$ cat src/rtl/move_pkg.sv
// Direction encoding and reset directions shared by the move controller and the game stage.
package move_pkg;

    typedef enum logic [1:0] {
        UP    = 2'd0,
        DOWN  = 2'd1,
        LEFT  = 2'd2,
        RIGHT = 2'd3
    } dir_t;

    localparam dir_t P1_RESET_DIR = DOWN;
    localparam dir_t P2_RESET_DIR = UP;

    // Presses are ordered {up, down, left, right}; no press keeps the held direction.
    function automatic dir_t encode_press(input logic [3:0] press, input dir_t held);
        if (press[3])      return UP;
        else if (press[2]) return DOWN;
        else if (press[1]) return LEFT;
        else if (press[0]) return RIGHT;
        else               return held;
    endfunction

endpackage

$ cat src/rtl/move_controller_if.sv
// Button inputs and direction outputs between the board I/O side and the move controller.
interface move_controller_if;

    logic [3:0] btn1;
    logic [3:0] btn2;
    logic [3:0] yon;
    logic       step;

    modport master (output btn1, output btn2, input yon, input step);
    modport slave  (input btn1, input btn2, output yon, output step);

endinterface

$ cat src/rtl/button_debouncer.sv
// Two-flop synchronizer followed by a stable-count debouncer for one raw button.
module button_debouncer #(
    parameter int DEBOUNCE_CYCLES = 4
) (
    input  logic clk,
    input  logic rst,
    input  logic raw,
    output logic level
);

    localparam int CW = (DEBOUNCE_CYCLES > 1) ? $clog2(DEBOUNCE_CYCLES) : 1;
    localparam logic [CW-1:0] COUNT_LAST = CW'(DEBOUNCE_CYCLES - 1);

    logic          sync0;
    logic          sync1;
    logic [CW-1:0] count;

    always_ff @(posedge clk) begin
        if (rst) begin
            sync0 <= 1'b0;
            sync1 <= 1'b0;
        end else begin
            sync0 <= raw;
            sync1 <= sync0;
        end
    end

    // Level flips on the edge that completes DEBOUNCE_CYCLES consecutive disagreements.
    always_ff @(posedge clk) begin
        if (rst) begin
            count <= '0;
            level <= 1'b0;
        end else if (sync1 == level) begin
            count <= '0;
        end else if (count == COUNT_LAST) begin
            count <= '0;
            level <= sync1;
        end else begin
            count <= count + CW'(1);
        end
    end

endmodule

$ cat src/rtl/move_controller.sv
// Debounces both players' buttons, latches the latest pressed direction and publishes it on each tick.
module move_controller
    import move_pkg::*;
#(
    parameter int DEBOUNCE_CYCLES = 4,
    parameter int TICK_CYCLES     = 8
) (
    input logic             clk,
    input logic             rst,
    move_controller_if.slave bus
);

    localparam int TW = $clog2(TICK_CYCLES);
    localparam logic [TW-1:0] TICK_LAST = TW'(TICK_CYCLES - 1);

    logic [7:0]    raw;
    logic [7:0]    level;
    logic [7:0]    level_q;
    logic [7:0]    press;
    dir_t          pending1;
    dir_t          pending2;
    dir_t          pending1_next;
    dir_t          pending2_next;
    logic [TW-1:0] tick;
    logic          wrap;
    logic [3:0]    yon_q;
    logic          step_q;

    assign raw = {bus.btn1, bus.btn2};

    for (genvar i = 0; i < 8; i++) begin : g_btn
        button_debouncer #(
            .DEBOUNCE_CYCLES(DEBOUNCE_CYCLES)
        ) u_debouncer (
            .clk  (clk),
            .rst  (rst),
            .raw  (raw[i]),
            .level(level[i])
        );
    end

    assign press = level & ~level_q;
    assign wrap  = (tick == TICK_LAST);

    always_comb begin
        pending1_next = encode_press(press[7:4], pending1);
        pending2_next = encode_press(press[3:0], pending2);
    end

    always_ff @(posedge clk) begin
        if (rst) begin
            level_q  <= '0;
            pending1 <= P1_RESET_DIR;
            pending2 <= P2_RESET_DIR;
        end else begin
            level_q  <= level;
            pending1 <= pending1_next;
            pending2 <= pending2_next;
        end
    end

    // yon samples pending before this edge, so a press landing on a wrap waits one more tick.
    always_ff @(posedge clk) begin
        if (rst) begin
            tick   <= '0;
            step_q <= 1'b0;
            yon_q  <= {P1_RESET_DIR, P2_RESET_DIR};
        end else begin
            tick   <= wrap ? '0 : tick + TW'(1);
            step_q <= wrap;
            if (wrap) begin
                yon_q <= {pending1, pending2};
            end
        end
    end

    assign bus.yon  = yon_q;
    assign bus.step = step_q;

endmodule

$ cat src/flat_wrapper.sv
// flat-port wrapper written by rule: the top's interface ports become plain ports
module move_controller_flat import move_pkg::*;
#(
    parameter int DEBOUNCE_CYCLES = 4,
    parameter int TICK_CYCLES     = 8
)
  (clk, rst, bus_btn1, bus_btn2, bus_yon, bus_step);
  move_controller_if bus_i ();
  input logic clk;
  input logic rst;
  input wire logic [$bits(bus_i.btn1)-1:0] bus_btn1;
  input wire logic [$bits(bus_i.btn2)-1:0] bus_btn2;
  output wire logic [$bits(bus_i.yon)-1:0] bus_yon;
  output wire logic [$bits(bus_i.step)-1:0] bus_step;
  assign bus_i.btn1 = bus_btn1;
  assign bus_i.btn2 = bus_btn2;
  assign bus_yon = bus_i.yon;
  assign bus_step = bus_i.step;
  move_controller #(.DEBOUNCE_CYCLES(DEBOUNCE_CYCLES), .TICK_CYCLES(TICK_CYCLES)) u_core (.clk(clk), .rst(rst), .bus(bus_i));
endmodule
$ cat config.mk
export PLATFORM = sky130hd
export DESIGN_NAME = move_controller_flat
export DESIGN_NICKNAME = d
export VERILOG_FILES = /design/src/rtl/move_pkg.sv /design/src/rtl/move_controller_if.sv /design/src/rtl/button_debouncer.sv /design/src/rtl/move_controller.sv /design/src/flat_wrapper.sv
export SDC_FILE = /design/constraint.sdc
export NUM_CORES = 1
export LEC_CHECK = 0
export BUFFER_PORTS_ARGS = -buffer_cell sky130_fd_sc_hd__buf_4
export CORE_MARGIN = 8
export CORE_UTILIZATION = 55
export DETAILED_ROUTE_END_ITERATION = 10
export PLACE_DENSITY = 0.75
export SYNTH_ARGS = -nofsm -noshare
export SYNTH_HDL_FRONTEND = slang
export SYNTH_SLANG_ARGS = --single-unit
$ cat constraint.sdc
create_clock -name clk -period 2.91 [get_ports clk]
set_input_delay 0.7275 -clock clk [delete_from_list [all_inputs] [get_ports clk]]
set_output_delay 0.7275 -clock clk [all_outputs]
set_load 0.02 [all_outputs]
==> metrics.log, run 1 <==
INFO  metric synth_top_area_share = 59.0%
INFO  metric path_delay_family = flip-flops
INFO  metric cts_max_path_buffers = 2
INFO  metric layout_commonest_cell = dfxtp_1
INFO  metric synth_ff_type = dfxtp_1
INFO  metric post_cts_buffers = 0
INFO  metric count_of_flip_flops_with_a_built_in_enable_after_synthesis = 0
INFO  metric total_switching_power = between 300 and 400 uW
INFO  metric static_leakage = 0.971 nW
INFO  metric gp_congestion = 0.701
INFO  metric port_buffers = 14
INFO  metric finalMaxSlewViolations = 0
INFO  metric worstSetupEndpointType = output port
INFO  metric crit_cells = 1
INFO  metric layout_setup_ws = 1.37 ns
INFO  metric cap_viol_max_count = 0
INFO  metric wl_per_cell = 11.5 um
INFO  metric total_vias_in_the_final_route = 1225
INFO  metric setup_tns = 0 ns
INFO  metric ff2ff_path_depth = 3
INFO  metric drt.antenna.violating_nets = 0
INFO  metric crit_path_max_fanout = 2
INFO  metric synthArstFlopShare = 0%
INFO  metric die_area = roughly 5900 sq um
INFO  metric postSynthRegisterBits = 60
INFO  metric dpl.hpwl = 2050 um
INFO  metric post_synth_num_cell_types = 20
INFO  metric final_min_period_over_clock_period = 52.9%
INFO  metric num-fill-cells = about 280
INFO  metric post_synth_instance_area = 2040 sq um
INFO  metric tightestPinTransition = 0.462 ns
INFO  metric tritoncts = yes
INFO  metric commonest_non_fill_non_tap_cells_in_the_layout = 60 x dfxtp_1, 29 x nor2_1, 29 x nor2b_1, 14 x buf_4
INFO  metric syn-instance-count = 188
INFO  metric post_cts.resized_instances = 0
INFO  metric grt_max_degree = 52
INFO  metric dr_wl_met3 = ~130 um
INFO  metric critical-path-max-stage-delay = 0.34 ns
INFO  metric min-delay-path-class = flip-flop to flip-flop
INFO  metric clock_skew = 0.00630 ns
INFO  metric start_kind = flip-flop
INFO  metric synthesis.area_per_instance = 10.8 sq um
INFO  metric met2RoutedLength = 1500 um
INFO  metric syn-num-nets = 209
INFO  metric synth_top_area_cell = dfxtp_1
INFO  metric timing_hold_violations_final = 0
INFO  metric first_global_vias = 1303
INFO  metric multi_input_area = 764 sq um
INFO  metric internal_power = 1.24 mW
INFO  metric detailed_place.area = ~2200 sq um
INFO  metric overflow = 0
INFO  metric clock_insertion_delay_worst_skew = roughly 0.33 ns
INFO  metric post_drt_via_cell_ratio = 4.71
INFO  metric antenna_found_initial = 0
INFO  metric core-area = 3610 sq um
INFO  metric cts_num_sinks = 60
INFO  metric drt-pass1-iter-count = 4
INFO  metric power.combinational.fraction = 2.8%
INFO  metric crit_required = 2.18 ns
INFO  metric total_power = roughly 1.6 mW
INFO  metric crit_path_cell_trace = buf_4
INFO  metric maxUsedRoutingLayer = met4
INFO  metric layout-drive-gt1-share = approximately an eighth
INFO  metric ws_path_type = flip-flop to output port
INFO  metric sw_frac_of_total = 20.0%
INFO  metric postLayoutCellArea = about 2400 sq um
INFO  metric worst-r2r-setup-slack = 1.68 ns
INFO  metric globalRouteTotalUtil = between 10% and 20%
INFO  metric cpMaxStageDelayCell = dfxtp_1
INFO  metric drtIter0Drc = just under 50
INFO  metric initial_standard_cell_utilization_of_the_core = approximately 56%
INFO  metric cts-htree-levels = 3
INFO  metric clock_power_share = roughly 43%
INFO  metric top_level_ports = 15
INFO  metric final-setup-viol-count = 0
INFO  metric routedLengthMet1 = around 1300 um
INFO  metric cts-buffers-inserted = 9
INFO  metric arrival = about 0.81 ns
INFO  metric detail_route.wirelength = between 2000 and 3000 um
INFO  metric synth_seq_area_share = 59.0%
INFO  metric grt_pass1_wl = ~5400 um
INFO  metric worst_slew_margin = 69.2%
INFO  metric power_frac_seq = 54.6%
INFO  metric critical_path.n_buffers_inverters = 1
INFO  metric clock_tree.root_cell = clkbuf_8
INFO  metric cell_types_occupying_the_most_area_after_synthesis = dfxtp_1 59%, nor2b_1 8.9%, ha_1 6.8%
INFO  metric die_x = 76.9 um
INFO  metric num-nets-final = 228
INFO  metric cts.hold.buffers_added = 0
INFO  metric path_clk_slew = 0.06 ns
INFO  metric die_h = a little under 80 um
INFO  metric std_cell_rows = 22
INFO  metric grt_setup_unrepaired = no
INFO  metric ir_worst_vdd = ~0.31 mV
INFO  metric maxClockFrequency = between 600 and 700 MHz
INFO  metric n_antenna_cell = 0
INFO  metric seqCellArea = 1200 sq um
INFO  metric power_per_cell_area = roughly 660 nW/um^2
INFO  metric detail_route.drc_violations = 0
INFO  metric pre_cts_ws = approximately 1.3 ns
INFO  metric outcome = complete, no violations
INFO  metric hold_path_depth = 1
INFO  metric synthToLayoutAreaGrowth = 15.7%
INFO  metric period_needed = 1.54 ns
INFO  metric synthesis.yosys.warnings = 0
area by class of cell:
cell class              count  area share, %
flip-flops and latches     60           51.0
multi-input cells         110           32.4
clock buffers              15           7.48
repair buffers             14           4.46
well taps                  48           2.55
inverters                  12           1.91
clock inverters             1          0.212
worst paths after layout:
check	start	endpoint
setup / recovery	u_core.bus.yon[3]$_SDFFE_PP0N_	bus_yon[3]
setup reg to reg	u_core.tick[0]$_SDFF_PP0_	u_core.bus.yon[2]$_SDFFE_PP1N_
hold reg to reg	u_core.g_btn[7].u_debouncer.count[0]$_SDFF_PP0_	u_core.g_btn[7].u_debouncer.count[0]$_SDFF_PP0_
hold / removal	u_core.g_btn[7].u_debouncer.count[0]$_SDFF_PP0_	u_core.g_btn[7].u_debouncer.count[0]$_SDFF_PP0_
synth_stat cells (2+ instances only):
cell type  number
dfxtp_1        60
nor2_1         29
nor2b_1        29
inv_1          12
ha_1           11
mux2i_1        11
or3_1           8
xnor2_1         8
buf_2           3
clkbuf_1        3
nor3_1          3
nor3b_1         2
o21bai_1        2
kinds of logic (layout without fill, tap and decap cells):
logic type	Yosys count	after routing	synth area share, %
mux	11	11	5.41
compound gates	8	8	3.44
buf+inv	18	42	3.50
flops	60	60	59.0
fa+ha+maj	11	11	6.76
xor+xnor	8	8	3.44
simple gates	72	72	18.5
stage by stage:
stage               hold WS [ns]  util, %  instances
floorplan                  0.397        -        188
global placement           0.404     60.3        244
detailed placement         0.415     60.3        244
CTS                        0.423     65.4        260
global route               0.438     65.4        260
finish                     0.419     65.4        260
power by group through the flow:
stage / Combinational, mW / Clock, mW / Sequential [mW]
6_report: 0.0431 / 0.660 / 0.847
5_1_grt: 0.0501 / 0.714 / 0.848
4_1_cts: 0.0443 / 0.682 / 0.847
3_5_place_dp: 0.0439 / 0 / 0.865
3_3_place_gp: 0.0409 / 0 / 0.864
2_1_floorplan: 0.0302 / 0 / 0.863
registers in the layout (all words and copies together) (netlist names):
name and flops:
u_core.g_btn.u_debouncer.count 16, u_core.g_btn.u_debouncer.level 8, u_core.g_btn.u_debouncer.sync0 8, u_core.g_btn.u_debouncer.sync1 8
u_core.level_q 8, u_core.bus.yon 4, u_core.tick 3, u_core.pending1 2
u_core.pending2 2, u_core.bus.step 1
per-layer routing:
metal,global-route usage [%],vias to the layer above
met4,9.04,0
met3,5.71,7
li1,-,643
met1,11.1,557
met2,19.5,18
met5,0,-
(Power assumes the default switching activity.)
==> inputs of run 2 (changes only) <==
--- a/config.mk
+++ b/config.mk
@@ -7,9 +7,9 @@
 export LEC_CHECK = 0
 export BUFFER_PORTS_ARGS = -buffer_cell sky130_fd_sc_hd__buf_4
 export CORE_MARGIN = 8
-export CORE_UTILIZATION = 55
+export CORE_UTILIZATION = 52
 export DETAILED_ROUTE_END_ITERATION = 10
-export PLACE_DENSITY = 0.75
+export PLACE_DENSITY = 0.74
 export SYNTH_ARGS = -nofsm -noshare
 export SYNTH_HDL_FRONTEND = slang
 export SYNTH_SLANG_ARGS = --single-unit
==> constraint.sdc (replaced) <==
create_clock -name clk -period 1.25 [get_ports clk]
set_input_delay 0.3125 -clock clk [delete_from_list [all_inputs] [get_ports clk]]
set_output_delay 0.3125 -clock clk [all_outputs]
set_load 0.02 [all_outputs]
==> metrics.log, run 2 (synthesis gave the netlist of run 1 again) <==
INFO  metric commonest_non_fill_non_tap_cells_in_the_layout = 60 x dfxtp_1, 29 x nor2_1, 29 x nor2b_1, 17 x buf_4
INFO  metric outcome = complete, no violations
INFO  metric first_global_vias = 1260 (-3.3%)
INFO  metric seqCellArea = 1200 sq um (unchanged)
INFO  metric cts_max_path_buffers = 2 (unchanged)
INFO  metric gp_congestion = 0.702 (about the same)
INFO  metric port_buffers = 14 (unchanged)
INFO  metric cpMaxStageDelayCell = dfxtp_1
INFO  metric post_cts.resized_instances = 0 (unchanged)
INFO  metric wl_per_cell = 11.4 um (-0.91%)
INFO  metric cell_count_after_placement = 247 (+1.2%)
INFO  metric synthToLayoutAreaGrowth = 17.0%
INFO  metric cts-buffers-inserted = 9 (unchanged)
INFO  metric crit_cells = 4 (+3)
INFO  metric core-area = 3720 sq um (+3.1%)
INFO  metric static_leakage = 0.982 nW (+1.2%)
INFO  metric postLayoutCellArea = 2380 sq um (+1.1%)
INFO  metric tritoncts = yes
INFO  metric path_clk_slew = 0.06 ns (about the same)
INFO  metric instances_no_fill = 263 (+1.2%)
INFO  metric arrival = 1.36 ns (+0.55 ns)
INFO  metric timing_hold_violations_final = 0 (unchanged)
INFO  metric critical_path.n_buffers_inverters = 0 (-1)
INFO  metric die_x = 78.6 um (+2.3%)
INFO  metric critical-path-max-stage-delay = 0.33 ns (about the same)
INFO  metric overflow = 0 (unchanged)
INFO  metric cts-htree-levels = 3 (unchanged)
INFO  metric grt_pass1_wl = 5350 um (-1.1%)
INFO  metric finalMaxSlewViolations = 0 (unchanged)
INFO  metric die_area = 6180 sq um (+4.6%)
INFO  metric n_antenna_cell = 0 (unchanged)
INFO  metric std_cell_rows = 22 (unchanged)
INFO  metric path_delay_family = adder cells
INFO  metric post_cts_buffers = 0 (unchanged)
INFO  metric clock_tree.root_cell = clkbuf_8
INFO  metric ff2ff_path_depth = 4 (+1)
INFO  metric globalRouteTotalUtil = 11.1% (-0.77 points)
INFO  metric layout_commonest_cell = dfxtp_1
INFO  metric crit_path_max_fanout = 5 (+3)
INFO  metric setup_tns = 0 ns (unchanged)
INFO  metric drt.antenna.violating_nets = 0 (unchanged)
INFO  metric largest-register = u_core.g_btn.u_debouncer.count
INFO  metric cap_viol_max_count = 0 (unchanged)
INFO  metric cts_num_sinks = 60 (unchanged)
INFO  metric power_per_cell_area = 1510 nW/um^2 (+130%)
INFO  metric ir_worst_vdd = 1.06 mV (+240%)
INFO  metric final-setup-viol-count = 0 (unchanged)
INFO  metric num-nets-final = 231 (+1.3%)
INFO  metric grt_setup_unrepaired = no
INFO  metric worst_hold_slack = 0.201 ns (-0.218 ns)
INFO  metric start_kind = flip-flop
INFO  metric num-fill-cells = 286 (+0.70%)
INFO  metric post_drt_via_cell_ratio = 4.75 (+0.88%)
INFO  metric min-delay-path-class = input pin to flip-flop
INFO  metric cts.hold.buffers_added = 0 (unchanged)
INFO  metric detail_route.drc_violations = 0 (unchanged)
INFO  metric detailed_place.area = 2200 sq um (+1.0%)
INFO  metric total_vias_in_the_final_route = 1250 (+2.0%)
INFO  metric worst_slew_margin = 78.8% (+9.6 points)
INFO  metric dpl.hpwl = 2160 um (+5.5%)
INFO  metric initial_standard_cell_utilization_of_the_core = 54.8% (-1.7 points)
INFO  metric crit_path_cell_trace = ha_1 -> ha_2 -> mux2i_1 -> nor2_1
INFO  metric antenna_found_initial = 0 (unchanged)
INFO  metric drt-pass1-iter-count = 4 (unchanged)
INFO  metric period_needed = roughly 1.2 ns
INFO  metric maxClockFrequency = 858 MHz
INFO  metric hold_path_depth = 2 (+1)
INFO  metric largest_reg_flops = 16 (unchanged)
INFO  metric tightestPinTransition = 0.318 ns (-0.144 ns)
INFO  metric multi_input_area = 767 sq um (+0.33%)
INFO  metric clock_insertion_delay_worst_skew = 0.32 ns (about the same)
INFO  metric clock_skew = 0.00260 ns (-0.00370 ns)
INFO  metric die_h = 78.6 um (+2.3%)
INFO  metric grt_max_degree = 33 (-37%)
INFO  metric final_min_period_over_clock_period = 93.3%
INFO  metric crit_required = 1.45 ns (-0.73 ns)
INFO  metric ws_path_type = flip-flop to flip-flop
INFO  metric detail_route.wirelength = 3010 um (+0.23%)
INFO  metric drtIter0Drc = 44 (-10%)
INFO  metric top_level_ports = 15 (unchanged)
INFO  metric worstSetupEndpointType = flip-flop
INFO  metric layout-drive-gt1-share = 14.9% (+1.7 points)
-- run 2: area by class of cell --
type,instances,share of cell area [%]
Tap cell,48,2.52
Inverter,12,1.89
Clock buffer,15,7.41
Multi-Input combinational cell,110,32.2
Timing Repair Buffer,17,5.36
Sequential cell,60,50.4
Clock inverter,1,0.210
-- run 2: layer usage --
| metal | wire length [um] | GRT usage (%) |
|---|---|---|
| met2 | 1520 | 18.1 |
| met5 | 0 | 0 |
| met1 | 1310 | 11.4 |
| met3 | 118 | 4.67 |
| met4 | 56 | 7.22 |
-- run 2: worst reg2reg max path: cells and delay by family (launching register included) --
| kind | cells | cell delay (ns) |
|---|---|---|
| flip-flops | 1 | 0.33 |
| AND/OR/NAND/NOR | 1 | 0.07 |
| adder cells (fa/ha/maj) | 2 | 0.43 |
| multiplexers | 1 | 0.22 |
-- run 2: path summary, 6_finish.rpt --
kind	from	endpoint	slack [ns]
worst min register to register	u_core.g_btn[5].u_debouncer.count[0]$_SDFF_PP0_	u_core.g_btn[5].u_debouncer.count[0]$_SDFF_PP0_	0.42
worst max register to register	u_core.tick[0]$_SDFF_PP0_	u_core.bus.yon[3]$_SDFFE_PP0N_	0.08
worst min-delay path	bus_btn1[2]	u_core.g_btn[6].u_debouncer.sync0$_SDFF_PP0_	0.20
worst max-delay path	u_core.tick[0]$_SDFF_PP0_	u_core.bus.yon[3]$_SDFFE_PP0N_	0.08
-- run 2: through the flow --
step,worst slack [ns],utilization [%],total power [mW]
floorplan,0.00609,-,2.08
global placement,0.0515,59.2,2.11
detailed placement,0.0373,59.2,2.12
CTS,0.0271,64.0,3.64
global route,0.000100,64.1,3.75
finish,0.0841,64.1,3.60
-- run 2: power by group --
group          total [mW]  internal [mW]  switching (mW)
Combinational       0.109         0.0601          0.0486
Clock                1.52          0.881           0.634
Sequential           1.97           1.95          0.0173
Total                3.60           2.90           0.700
